`src/rtl/bist_pkg.sv`:
```
// Shared constants and state encoding for the BIST controller and its
// failure-capture block.
package bist_pkg;

    localparam int DATA_W    = 4;
    localparam int STATUS_W  = 16;
    localparam int ERR_CNT_W = 5;

    localparam int ST_IN   = 12;
    localparam int ST_EXP  = 8;
    localparam int ST_GOT  = 4;
    localparam int ST_CODE = 0;

    localparam logic [3:0] ERR_NONE   = 4'h0;
    localparam logic [3:0] ERR_SINGLE = 4'h1;
    localparam logic [3:0] ERR_MULTI  = 4'h2;
    localparam logic [3:0] ERR_ABORT  = 4'hE;

    typedef enum logic [2:0] {
        S_IDLE,
        S_APPLY,
        S_SETTLE,
        S_COMPARE,
        S_DONE
    } state_e;

endpackage

```
`src/rtl/bist_fail_capture.sv`:
```
// Mismatch counter and first-failure status word. The word is written only
// on clear, on a compare mismatch and on abort, so it stays static in DONE.
module bist_fail_capture
    import bist_pkg::*;
(
    input  logic                 clk_i,
    input  logic                 rst_i,
    input  logic                 clear_i,
    input  logic                 cmp_i,
    input  logic                 abort_i,
    input  logic [DATA_W-1:0]    pattern_i,
    input  logic [DATA_W-1:0]    exp_i,
    input  logic [DATA_W-1:0]    got_i,
    output logic [STATUS_W-1:0]  status_o,
    output logic [ERR_CNT_W-1:0] err_cnt_o
);

    logic [STATUS_W-1:0]  status_q;
    logic [ERR_CNT_W-1:0] err_cnt_q;
    logic                 captured_q;
    logic                 mismatch;

    assign mismatch = (exp_i != got_i);

    always_ff @(posedge clk_i) begin
        if (rst_i || clear_i) begin
            status_q   <= '0;
            err_cnt_q  <= '0;
            captured_q <= 1'b0;
        end else if (abort_i) begin
            // An earlier captured failure is more useful than the abort point
            status_q[ST_CODE +: DATA_W] <= ERR_ABORT;
            if (!captured_q) begin
                status_q[ST_IN  +: DATA_W] <= pattern_i;
                status_q[ST_EXP +: DATA_W] <= '0;
                status_q[ST_GOT +: DATA_W] <= '0;
            end
        end else if (cmp_i && mismatch) begin
            if (err_cnt_q != '1) begin
                err_cnt_q <= err_cnt_q + 1'b1;
            end
            if (!captured_q) begin
                status_q[ST_IN   +: DATA_W] <= pattern_i;
                status_q[ST_EXP  +: DATA_W] <= exp_i;
                status_q[ST_GOT  +: DATA_W] <= got_i;
                status_q[ST_CODE +: DATA_W] <= ERR_SINGLE;
                captured_q                  <= 1'b1;
            end else begin
                status_q[ST_CODE +: DATA_W] <= ERR_MULTI;
            end
        end
    end

    assign status_o  = status_q;
    assign err_cnt_o = err_cnt_q;

endmodule

```
`src/rtl/bist_controller.sv`:
```
// Exhaustive-pattern BIST sequencer: applies vectors 0..NUM_PATTERNS-1 to the
// CUT, waits CUT_LATENCY cycles, and compares the response with the golden model.
module bist_controller
    import bist_pkg::*;
#(
    parameter int CUT_LATENCY  = 1,
    parameter int NUM_PATTERNS = 16
) (
    input  logic                 CLK,
    input  logic                 RST,
    input  logic                 START,
    input  logic                 ABORT,
    output logic [DATA_W-1:0]    CUT_IN,
    input  logic [DATA_W-1:0]    CUT_OUT,
    input  logic [DATA_W-1:0]    EXP_OUT,
    output logic                 BUSY,
    output logic                 DONE,
    output logic                 PASS,
    output logic [ERR_CNT_W-1:0] ERR_CNT,
    output logic [STATUS_W-1:0]  STATUS_REG
);

    localparam logic [4:0] LAST_PATTERN = 5'(NUM_PATTERNS - 1);
    localparam logic [3:0] SETTLE_LOAD  = 4'(CUT_LATENCY - 1);

    state_e            state_q;
    logic [4:0]        pattern_q;
    logic [4:0]        pattern_d;
    logic [3:0]        settle_q;
    logic [DATA_W-1:0] cut_in_q;
    logic              busy_q;
    logic              done_q;
    logic              pass_q;

    logic start_ok;
    logic abort_ok;
    logic cmp_stb;
    logic mismatch;

    assign pattern_d = pattern_q + 5'd1;
    assign start_ok  = START && ((state_q == S_IDLE) || (state_q == S_DONE));
    assign abort_ok  = ABORT && busy_q;
    assign cmp_stb   = (state_q == S_COMPARE) && !ABORT;
    assign mismatch  = (CUT_OUT != EXP_OUT);

    always_ff @(posedge CLK) begin
        if (RST) begin
            state_q   <= S_IDLE;
            pattern_q <= '0;
            settle_q  <= '0;
            cut_in_q  <= '0;
            busy_q    <= 1'b0;
            done_q    <= 1'b0;
            pass_q    <= 1'b0;
        end else if (start_ok) begin
            state_q   <= S_APPLY;
            pattern_q <= '0;
            cut_in_q  <= '0;
            busy_q    <= 1'b1;
            done_q    <= 1'b0;
            pass_q    <= 1'b0;
        end else if (abort_ok) begin
            state_q <= S_DONE;
            busy_q  <= 1'b0;
            done_q  <= 1'b1;
            pass_q  <= 1'b0;
        end else begin
            case (state_q)
                S_APPLY: begin
                    if (CUT_LATENCY > 0) begin
                        settle_q <= SETTLE_LOAD;
                        state_q  <= S_SETTLE;
                    end else begin
                        state_q <= S_COMPARE;
                    end
                end
                S_SETTLE: begin
                    if (settle_q == '0) begin
                        state_q <= S_COMPARE;
                    end else begin
                        settle_q <= settle_q - 4'd1;
                    end
                end
                S_COMPARE: begin
                    // CUT_IN is updated on entry to APPLY so the CUT sees it for the whole vector
                    if (pattern_q == LAST_PATTERN) begin
                        state_q <= S_DONE;
                        busy_q  <= 1'b0;
                        done_q  <= 1'b1;
                        pass_q  <= (ERR_CNT == '0) && !mismatch;
                    end else begin
                        pattern_q <= pattern_d;
                        cut_in_q  <= pattern_d[DATA_W-1:0];
                        state_q   <= S_APPLY;
                    end
                end
                default: begin
                end
            endcase
        end
    end

    bist_fail_capture u_fail_capture (
        .clk_i     (CLK),
        .rst_i     (RST),
        .clear_i   (start_ok),
        .cmp_i     (cmp_stb),
        .abort_i   (abort_ok),
        .pattern_i (pattern_q[DATA_W-1:0]),
        .exp_i     (EXP_OUT),
        .got_i     (CUT_OUT),
        .status_o  (STATUS_REG),
        .err_cnt_o (ERR_CNT)
    );

    assign CUT_IN = cut_in_q;
    assign BUSY   = busy_q;
    assign DONE   = done_q;
    assign PASS   = pass_q;

endmodule
```
`config.mk`:
```
export PLATFORM = sky130hd
export DESIGN_NAME = bist_controller
export DESIGN_NICKNAME = d
export VERILOG_FILES = /design/src/rtl/bist_pkg.sv /design/src/rtl/bist_fail_capture.sv /design/src/rtl/bist_controller.sv
export SDC_FILE = /design/constraint.sdc
export NUM_CORES = 1
export LEC_CHECK = 0
export ABC_CLOCK_PERIOD_IN_PS = 1900
export CORE_ASPECT_RATIO = 0.8
export CORE_MARGIN = 2
export CORE_UTILIZATION = 61
export DETAILED_ROUTE_END_ITERATION = 16
export DONT_BUFFER_PORTS = 1
export PLACE_DENSITY = 0.82
export SLEW_MARGIN = 20
export SYNTH_ARGS = -nofsm -noshare
export SYNTH_HDL_FRONTEND = slang
export SYNTH_SLANG_ARGS = --single-unit
```
`constraint.sdc`:
```
create_clock -name CLK -period 1.9 [get_ports CLK]
set_clock_uncertainty 0.05 [all_clocks]
set_input_delay 0.475 -clock CLK [delete_from_list [all_inputs] [get_ports CLK]]
set_output_delay 0.475 -clock CLK [all_outputs]
set_load 0.01 [all_outputs]
```
==> results of run 1 <==
-- layer usage --
layer | vias to the layer above | GRT usage
met4 | 0 | 0.116
li1 | 706 | -
met2 | 53 | 0.396
met1 | 682 | 0.288
met3 | 9 | 0.0727
met5 | - | 0
-- state kept, by name, summed over array words and instances, names as in the netlist --
name,cells
u_fail_capture.status_o,15
pattern_q,5
u_fail_capture.err_cnt_o,5
settle_q,4
state_q,3
BUSY,1
DONE,1
PASS,1
u_fail_capture.captured_q,1
-- critical path: cells and delay by family (launching register included) --
family | cells | cell delay, ns
and+or+nand+nor | 2 | 0.59
AOI/OAI and AO/OA | 2 | 0.52
DFF | 1 | 0.36
adders and majority gates | 1 | 0.22
buffers and inverters | 1 | 0.04
-- final cells by class --
| class | count | area [sq um] |
|---|---|---|
| clock buffer | 6 | 41.3 |
| clock inverter | 2 | 35.0 |
| sequential | 36 | 722 |
| multi-input combinational | 139 | 891 |
| tap | 38 | 47.5 |
| timing repair buffer | 10 | 75.1 |
| inverter | 10 | 37.5 |
| fill | 245 | 873 |
-- cell families (layout without fill, tap and decap cells) --
family / Yosys count / after routing
flops: 36 / 36
fa+ha+maj: 6 / 6
mux: 4 / 4
buf+inv: 24 / 28
xor+xnor: 8 / 8
compound gates: 45 / 45
simple gates: 76 / 76
-- metrics by stage --
stage          hold slack, ns  instances
2_1_floorplan           0.388        199
3_3_place_gp            0.408        233
3_5_place_dp            0.433        233
5_1_grt                 0.106        241
4_1_cts                 0.138        241
6_report                0.144        241
-- final timing paths --
check                                 start     endpoint  slack [ns]  cells after the start
worst max-delay path            settle_q[0]  settle_q[2]        0.03                      6
worst min-delay path                    RST  settle_q[1]        0.14                      1
worst max register to register  settle_q[0]  settle_q[2]        0.03                      6
worst min register to register  settle_q[0]  settle_q[0]        0.42                      1
-- placed cells by master (no fill, tap or decap), types with 2 or more instances in the layout --
master,count
nor3b_1,2
clkbuf_4,5
nand2_1,33
or3_1,4
o21ai_0,3
nand3_1,7
nand4_1,2
xor2_1,7
nor2b_1,3
nor2_1,9
a21oi_2,2
buf_4,10
nand2b_1,3
dfxtp_1,35
ha_1,6
o311ai_0,2
inv_1,10
mux2i_1,4
o31ai_1,2
a21oi_1,14
o22ai_1,8
a31oi_1,2
and3_1,3
a21o_1,2
-- where the power goes --
| part | internal (mW) | switching [mW] |
|---|---|---|
| clock network | 0.276 | 0.245 |
| registers | 0.807 | 0.0810 |
| logic | 0.168 | 0.255 |
| total | 1.25 | 0.581 |
-- what timing repair did --
action	4_1_cts	5_1_grt
resized for setup	1	2
pin swaps	0	1
endpoints found under the setup margin	1	4
hold endpoints to repair	0	0
==> summary.md, run 1 <==
| Metric | Value |
|---|---|
| RSZ-0062 raised after global routing | `false` |
| Via count | `around 1.5k` |
| Slew HR | `0.676` |
| Routed length per placed instance | `about 15 um` |
| Distinct cells, synth | `47` |
| Die extent in y | `51.5 um` |
| Leak | `between 0.6 and 0.7 nW` |
| Vias in the first global route | `about 1.3k` |
| Worst-skew pair later-pin latency | `0.34 ns` |
| Clock Sinks | `36` |
| Count of pins over their slew limit | `0` |
| Syn-to-layout area delta | `7.57%` |
| Max clock buf depth | `2` |
| Largest net degree at the start of global routing | `27` |
| Largest family of logic cells by synthesized area | `simple AND/OR/NAND/NOR gates` |
| Avg Cell Area, Syn | `8.64 sq um` |
| Post-synth EDFFs | `0` |
| Final WL | `3680 um` |
| I/O Buffers | `0` |
| First-pass GRT wire length | `5890 um` |
| Outcome | `finished clean` |
| Setup ws final | `roughly 0.031 ns` |
| Area fraction of the dominant cell type after synthesis | `0.419` |
| TritonCTS clock tree | `done` |
| Synth Cell Area | `1720 sq um` |
| Num CTS Buffers | `5` |
| TritonRoute pass-1 iters | `5` |
| Drt via density | `6.02` |
| Mux share of post-synthesis cell area | `0.0233` |
| Crit-path cells | `inv_1 > ha_1 > nor3b_1 > o21a_1 > or3_1 > o41ai_1` |
| Yosys reg bits | `36` |
| Antenna cells | `0` |
| Slowest stage cell, crit path | `or3_1` |
| Area leader, netlist | `dfxtp_1` |
| DIE AREA | `3260 sq um` |
| Initial antenna violation count | `0` |
| Clk root buf | `clkbuf_4` |
| # H-tree levels | `2` |
| Number of primary I/O pins | `40` |
| # DRC | `0` |
| 1st-iter DRT viols | `69` |
| Place WS | `-0.0141 ns` |
| Yosys warnings | `0` |
| Critical Path Max Stage Delay | `0.42 ns` |
| Final RePlAce weighted congestion | `0.840` |
| Final Power | `approximately 1.8 mW` |
| Hold Path Class | `input port to register` |
| Max Fclk | `535 MHz` |
| Met2 wire len | `1780 um` |
| # Max-Cap Violations | `0` |
| DR top layer | `met4` |
| CP max FO | `6` |
| Sequential fraction of the synthesis area | `0.419` |
| DPL Wire Length | `~2700 um` |
| Number of setup buffers added after CTS | `0` |
| Clock transition at path regs | `about 0.10 ns` |
| Required time worst endpoint | `2.08 ns` |
| Met1 Wirelength | `1600 um` |
| Worst IR Drop VDD | `approximately 620 uV` |
| Minimum clock period | `1.87 ns` |
| Dpl cell area | `about 1800 sq um` |
| Metal3 WL | `240 um` |
| Final core occ | `0.679` |
| Top cells by count, synth | `dfxtp_1 (36), nand2_1 (33), a21oi_1 (15)` |
| Primary FF master, synth | `dfxtp_1` |
| Area contributors post-synth | `dfxtp_1 (42%), nand2_1 (7.2%), a21oi_1 (4.4%)` |
| Starting Density | `0.631` |
| Synthesized instance count | `199` |
| CP Capture Type | `register` |
| Area of the core | `around 2700 sq um` |
| Post-synthesis simple-gate area fraction | `0.221` |
| Worst EP arrival | `2.05 ns` |
| Top-count cell post-synth | `dfxtp_1` |
| Setup Viol. Count Final | `0` |
| Asr flop ratio synth | `0` |
| Final Hold Violating Endpoints | `0` |
| Total gr overflow | `0` |
| Adder-cell area share of the yosys netlist | `0.0437` |
| Power Density | `991 nW/um^2` |
| Final std cell area, no fill | `1850 sq um` |
| Element type at the critical path start | `register` |
| Synth Area in Compound Gates | `0.183` |
| Nets | `220` |
| Tcrit/Tclk final | `0.984` |
| Post-cts hold buffer count | `0` |
| Routed Antenna Nets | `0` |
| Setup TNS | `0 ns` |
| Share of cells above drive strength 1 | `0.123` |
| Crit path kind | `register to register` |
| Worst Tran Pin Value | `0.480 ns` |
| Die X-Extent | `around 63 um` |
| Xor and xnor area share after synthesis | `0.0408` |
| Cell row count | `17` |
| Total GRT Usage | `0.240` |
| Post-Syn Nets | `217` |
(Power assumes the default switching activity.)
==> run 2: changes to the inputs <==
--- a/config.mk
+++ b/config.mk
@@ -11,6 +11,7 @@
 export CORE_UTILIZATION = 61
 export DETAILED_ROUTE_END_ITERATION = 16
 export DONT_BUFFER_PORTS = 1
+export GPL_TIMING_DRIVEN = 0
 export PLACE_DENSITY = 0.82
 export SLEW_MARGIN = 20
 export SYNTH_ARGS = -nofsm -noshare
==> run 2 against run 1 <==
Compared with the run above: sequential cell count did not move; sequential share of layout area fell by 0.82 points; register-to-register slack improved by 0.04 ns; combinational power rose by 12%; worst setup slack improved by 0.044 ns; global-route usage rose by 0.53 points; maximum frequency rose by 2.4%; sequential power fell by 2%; critical path depth did not move; critical path type unchanged; largest cell class unchanged; highest routed layer unchanged.
==> summary.md, run 2 (synthesis gave the netlist of run 1 again) <==
| Metric | Value |
|---|---|
| Outcome | `finished clean` |
| First-pass GRT wire length | `6110 um (+3.6%)` |
| Reg2reg end | `settle_q[0]` |
| Final Hold Violating Endpoints | `0 (unchanged)` |
| Initial antenna violation count | `0 (unchanged)` |
| I/O Buffers | `0 (unchanged)` |
| TritonRoute pass-1 iters | `4 (-1)` |
| Slew HR | `0.621 (-0.0545)` |
| Sequential fraction of design power | `0.483 (-0.002)` |
| Element type at the critical path start | `register` |
| Starting Density | `0.631 (unchanged)` |
| Required time worst endpoint | `2.10 ns (+0.02 ns)` |
| Worst setup path endpoint | `settle_q[0]` |
| Worst-skew pair later-pin latency | `0.34 ns (about the same)` |
| Crit-path cells | `inv_1 > ha_1 > nor3b_1 > o21a_1 > or3_4 > o31ai_1` |
| CP Capture Type | `register` |
| Switch Pwr | `0.604 mW (+3.9%)` |
| RSZ-0062 raised after global routing | `false` |
| Count of pins over their slew limit | `0 (unchanged)` |
| Slowest stage cell, crit path | `or3_4` |
| DPL Wire Length | `2780 um (+2.7%)` |
| Drt via density | `6.06 (+0.75%)` |
| Routed length per placed instance | `16.1 um (+5.6%)` |
| Number of primary I/O pins | `40 (unchanged)` |
| Largest net degree at the start of global routing | `11 (-59%)` |
| Total GRT Usage | `0.246 (+0.00527)` |
| Clock transition at path regs | `0.10 ns (about the same)` |
| Power Density | `947 nW/um^2 (-4.4%)` |
| Vias in the first global route | `1431 (+9.7%)` |
| Syn-to-layout area delta | `10.6%` |
| Clk root buf | `clkbuf_4` |
| Worst EP arrival | `2.02 ns (-0.03 ns)` |
| Place WS | `-0.0930 ns (-0.0789 ns)` |
| Setup ws final | `0.0753 ns (+0.0440 ns)` |
| R2r startpoint | `settle_q[0]` |
| Crit path kind | `register to register` |
| Max Fclk | `548 MHz (+2.4%)` |
| Post-cts hold buffer count | `0 (unchanged)` |
| Internal power | `1.20 mW (-4.3%)` |
| Via count | `1479 (+2.0%)` |
| # Max-Cap Violations | `0 (unchanged)` |
| Num CTS Buffers | `5 (unchanged)` |
| Worst IR Drop VDD | `445 uV (-29%)` |
| Critical Path Max Stage Delay | `0.41 ns (about the same)` |
| Tcrit/Tclk final | `0.960 (-0.0232)` |
| Clock Sinks | `36 (unchanged)` |
| Worst Setup SP | `settle_q[0]` |
| Number of setup buffers added after CTS | `0 (unchanged)` |
| Max reg flops | `15 (unchanged)` |
| Flop-to-flop setup slack | `0.08 ns (+0.04 ns)` |
| Share of cells above drive strength 1 | `0.175 (+0.0516)` |
| Minimum clock period | `1.82 ns (-0.0440 ns)` |
| # DRC | `0 (unchanged)` |
| 1st-iter DRT viols | `67 (-2.9%)` |
| Setup Viol. Count Final | `0 (unchanged)` |
| Commonest non-fill, non-tap cell in the layout | `dfxtp_1` |
| Nets | `224 (+1.8%)` |
| Path depth of the worst reg2reg path | `6 (unchanged)` |
| Worst Tran Pin Value | `0.566 ns (+0.0859 ns)` |
| DIE AREA | `3260 sq um (unchanged)` |
| Final WL | `3930 um (+6.9%)` |
| Most frequent cells in the layout | `dfxtp_1 (33), nand2_1 (32), a21oi_1 (13)` |
| Hold WS | `0.216 ns (+0.0715 ns)` |
| Cell row count | `17 (unchanged)` |
| Antenna cells | `0 (unchanged)` |
| Sw Share | `0.335 (+0.0181)` |
| Clock power share | `0.254 (-0.030)` |
| # H-tree levels | `2 (unchanged)` |
| Total gr overflow | `0 (unchanged)` |
| Leak | `0.691 nW (+0.75%)` |
| Final RePlAce weighted congestion | `0.804 (-4.2%)` |
| CP max FO | `6 (unchanged)` |
| TritonCTS clock tree | `done` |
| Logic gate share of total power | `0.263 (+0.032)` |
| Die extent in y | `51.5 um (unchanged)` |
| Area of the core | `2720 sq um (unchanged)` |
| Routed Antenna Nets | `0 (unchanged)` |
| Max clock buf depth | `2 (unchanged)` |
| Hold Path Class | `input port to register` |
| Die X-Extent | `63.4 um (unchanged)` |
==> run 2: power by group through the flow <==
stage | clock, mW | sequential [mW] | combinational, mW
floorplan | 0 | 0.867 | 0.363
global placement | 0 | 0.879 | 0.422
detailed placement | 0 | 0.883 | 0.441
CTS | 0.463 | 0.868 | 0.447
global route | 0.488 | 0.878 | 0.521
finish | 0.457 | 0.871 | 0.474
==> run 2: cell type report <==
cell class,instances,area (sq um)
fill,238,821
inverter,10,37.5
buffer,14,82.6
multi-input combinational,139,942
tap,38,47.5
clock buffer,7,65.1
sequential,36,727
==> run 2: worst min path at each step <==
stage,to,cells after the start,from,slack [ns]
after floorplan,settle_q[3],1,settle_q[3],0.39
after global placement,settle_q[3],1,settle_q[3],0.40
after detailed placement,settle_q[3],1,settle_q[3],0.43
after CTS,u_fail_capture.status_o[7],2,CUT_OUT[3],0.21
after global routing,u_fail_capture.status_o[7],2,CUT_OUT[3],0.22
final,u_fail_capture.status_o[6],2,CUT_OUT[2],0.22
==> run 2: metal layers <==
layer / GRT usage / routed length [um]
met4: 0.116 / 34
met3: 0.0705 / 235
met2: 0.425 / 1990
met5: 0 / 0
met1: 0.283 / 1670
==> run 2: worst max-delay path: cells and delay by family, from the launching register on <==
family | cells | cell delay [ns]
AO/OA/AOI/OAI | 2 | 0.48
adder cells (fa/ha/maj) | 1 | 0.22
buffers and inverters | 1 | 0.05
flip-flops | 1 | 0.36
AND/OR/NAND/NOR | 2 | 0.57
==> run 2: per-stage QoR <==
step                      TNS [ns]  utilization  instances  total power [mW]  cell area (sq um)
final                            0        0.699        244              1.80               1900
after global routing             0        0.699        244              1.89               1900
after CTS                        0        0.677        244              1.78               1840
after detailed placement    -0.781        0.649        237              1.32               1770
after global placement           0        0.649        237              1.30               1770
after floorplan                  0            -        199              1.23               1720
==> run 2: repair_timing <==
| item | in CTS | in global routing |
|---|---|---|
| pin swaps | 0 | 3 |
| endpoints found under the setup margin | 5 | 20 |
| resized for setup | 3 | 17 |
==> run 3: changes to the inputs <==
--- a/config.mk
+++ b/config.mk
@@ -8,11 +8,12 @@
 export ABC_CLOCK_PERIOD_IN_PS = 1900
 export CORE_ASPECT_RATIO = 0.8
 export CORE_MARGIN = 2
-export CORE_UTILIZATION = 61
+export CORE_UTILIZATION = 65
+export CTS_BUF_LIST = sky130_fd_sc_hd__clkbuf_2 sky130_fd_sc_hd__clkbuf_4 sky130_fd_sc_hd__clkbuf_8
 export DETAILED_ROUTE_END_ITERATION = 16
 export DONT_BUFFER_PORTS = 1
 export GPL_TIMING_DRIVEN = 0
-export PLACE_DENSITY = 0.82
+export PLACE_DENSITY = 0.86
 export SLEW_MARGIN = 20
 export SYNTH_ARGS = -nofsm -noshare
 export SYNTH_HDL_FRONTEND = slang
==> run 3 against run 2 <==
Compared with the run above: sequential power about the same; combinational power increased by 0.8%; critical endpoint is now pattern_q[2]; maximum frequency increased by 0.63%; final cell count decreased by 0.41%.
==> summary.md, run 3 (synthesis gave the netlist of run 1 again) <==
| Metric | Value |
|---|---|
| Max Fclk | `551 MHz (+0.63%)` |
| Via count | `1491 (+0.81%)` |
| Cell with the most instances on the worst path | `ha_1` |
| Cell row count | `16 (-1)` |
| Drt via density | `6.14 (+1.2%)` |
| Hold Path Class | `input port to register` |
| Antenna cells | `0 (unchanged)` |
| Most frequent cells in the layout | `dfxtp_1 (33), nand2_1 (32), a21oi_1 (14)` |
| Routed Antenna Nets | `0 (unchanged)` |
| # DRC | `0 (unchanged)` |
| 1st-iter DRT viols | `108 (+61%)` |
| R2r startpoint | `pattern_q[0]` |
| Final Power | `1.89 mW (+5.0%)` |
| Total gr overflow | `0 (unchanged)` |
| Multi-input logic area | `913 sq um (-3.1%)` |
| Initial antenna violation count | `0 (unchanged)` |
| Largest net degree at the start of global routing | `12 (+1)` |
| Setup Viol. Count Final | `0 (unchanged)` |
| Slowest stage cell, crit path | `dfxtp_1` |
| Crit-path cells | `ha_1 > and3_1 > ha_1 > a21oi_2 > nand3_1 > xor2_1 > nor2_1` |
| Hold Crit Start | `EXP_OUT[0]` |
| TritonCTS clock tree | `done` |
| # H-tree levels | `2 (unchanged)` |
| Final RePlAce weighted congestion | `0.795 (-1.1%)` |
| First-pass GRT wire length | `5820 um (-4.7%)` |
| Internal power | `1.28 mW (+6.7%)` |
| Required time worst endpoint | `2.08 ns (-0.02 ns)` |
| DPL Wire Length | `2690 um (-3.3%)` |
| Clock Sinks | `36 (unchanged)` |
| Max reg flops | `15 (unchanged)` |
| Place WS | `-0.0129 ns (+0.0801 ns)` |
| Setup ws final | `0.0867 ns (+0.0115 ns)` |
| I/O Buffers | `0 (unchanged)` |
| Number of primary I/O pins | `40 (unchanged)` |
| Number of setup buffers added after CTS | `0 (unchanged)` |
| Area of the core | `2480 sq um (-8.8%)` |
| CP Capture Type | `register` |
| Total GRT Usage | `0.253 (+0.00722)` |
| Final Hold Violating Endpoints | `0 (unchanged)` |
| Worst Tran Pin Value | `0.534 ns (-0.0324 ns)` |
| Power Density | `1010 nW/um^2 (+6.1%)` |
| Critical Path Max Stage Delay | `0.38 ns (-0.03 ns)` |
| Clk root buf | `clkbuf_4` |
| Element type at the critical path start | `register` |
| Sequential fraction of design power | `0.461 (-0.022)` |
| Worst IR Drop VDD | `569 uV (+28%)` |
| Minimum clock period | `1.81 ns (-0.0115 ns)` |
| Share of cells above drive strength 1 | `0.150 (-0.0250)` |
| Die extent in y | `50 um (-2.9%)` |
| Clock power share | `0.286 (+0.032)` |
| Final std cell area, no fill | `1880 sq um (-1.1%)` |
| Leak | `0.702 nW (+1.6%)` |
| Starting Density | `0.693 (+0.0611)` |
| Outcome | `finished clean` |
| Number of fill cells | `173 (-27%)` |
| DIE AREA | `3080 sq um (-5.7%)` |
| Register area | `724 sq um (-0.34%)` |
| Vias in the first global route | `1373 (-4.1%)` |
| Max clock buf depth | `2 (unchanged)` |
| Worst-skew pair later-pin latency | `0.35 ns (about the same)` |
| Count of pins over their slew limit | `0 (unchanged)` |
| Dpl cell area | `1760 sq um (-0.14%)` |
| Post-cts hold buffer count | `0 (unchanged)` |
| Tcrit/Tclk final | `0.954 (-0.00604)` |
| Slew HR | `0.643 (+0.0217)` |
| Num CTS Buffers | `5 (unchanged)` |
| Nets | `224 (unchanged)` |
| Final WL | `3750 um (-4.6%)` |
| # Max-Cap Violations | `0 (unchanged)` |
| Crit path kind | `register to register` |
| Setup TNS | `0 ns (unchanged)` |
| Worst Setup SP | `pattern_q[0]` |
| Syn-to-layout area delta | `9.46%` |
| Switch Pwr | `0.614 mW (+1.7%)` |
| Die X-Extent | `61.5 um (-2.9%)` |
| Logic gate share of total power | `0.253 (-0.010)` |
| Routed length per placed instance | `15.4 um (-4.2%)` |
| Sw Share | `0.325 (-0.0106)` |
| CP max FO | `6 (unchanged)` |
| Clock transition at path regs | `0.11 ns (about the same)` |
| Worst EP arrival | `2.00 ns (-0.02 ns)` |
| Final core occ | `0.758 (+0.0595)` |
| Commonest non-fill, non-tap cell in the layout | `dfxtp_1` |
| TritonRoute pass-1 iters | `4 (unchanged)` |
==> run 3: through the flow <==
| stage | hold slack [ns] | std cells |
|---|---|---|
| floorplan | 0.388 | 199 |
| global placement | 0.405 | 235 |
| detailed placement | 0.416 | 235 |
| CTS | 0.207 | 243 |
| global route | 0.201 | 243 |
| finish | 0.214 | 243 |
==> run 3: critical path, delay by kind of cell, from the launching register on <==
family	cells	cell delay, ns
xor gates and xnor gates	1	0.16
adders and majority gates	2	0.49
DFF	1	0.38
AOI/OAI and AO/OA	1	0.25
and+or+nand+nor	3	0.38
==> run 3: repair_timing <==
action / CTS / global route
resized for setup: 1 / 9
cloned: 0 / 0
pin swaps: 0 / 0
endpoints found under the setup margin: 3 / 29
==> run 3: cell type report <==
class,instances,area share
Buffer,14,0.0432
Clock buffer,6,0.0239
Clock inverter,2,0.0186
Inverter,10,0.0199
Multi-Input combinational cell,139,0.485
Sequential cell,36,0.385
Tap cell,36,0.0239
==> run 3: path summary, 6_finish.rpt <==
kind                                              endpoint  slack [ns]  cells past startpoint
worst max-delay path                          pattern_q[2]        0.09                      7
worst min-delay path            u_fail_capture.status_o[8]        0.21                      2
worst max register to register                pattern_q[2]        0.09                      7
worst min register to register                 settle_q[0]        0.41                      1
==> run 3: power groups by stage <==
stage,registers (mW),logic [mW],clock network (mW)
floorplan,0.867,0.363,0
global placement,0.878,0.421,0
detailed placement,0.883,0.445,0
CTS,0.866,0.450,0.545
global route,0.880,0.528,0.576
finish,0.872,0.478,0.541
==> run 3: metal layers <==
layer | wire (um) | global-route usage | up-vias | part of all wire
li1 | - | - | 714 | -
met1 | 1600 | 0.318 | 706 | 0.43
met2 | 1760 | 0.386 | 67 | 0.47
met3 | 360 | 0.115 | 4 | 0.096
met4 | 27 | 0.0709 | 0 | 0.0072
met5 | 0 | 0 | - | 0
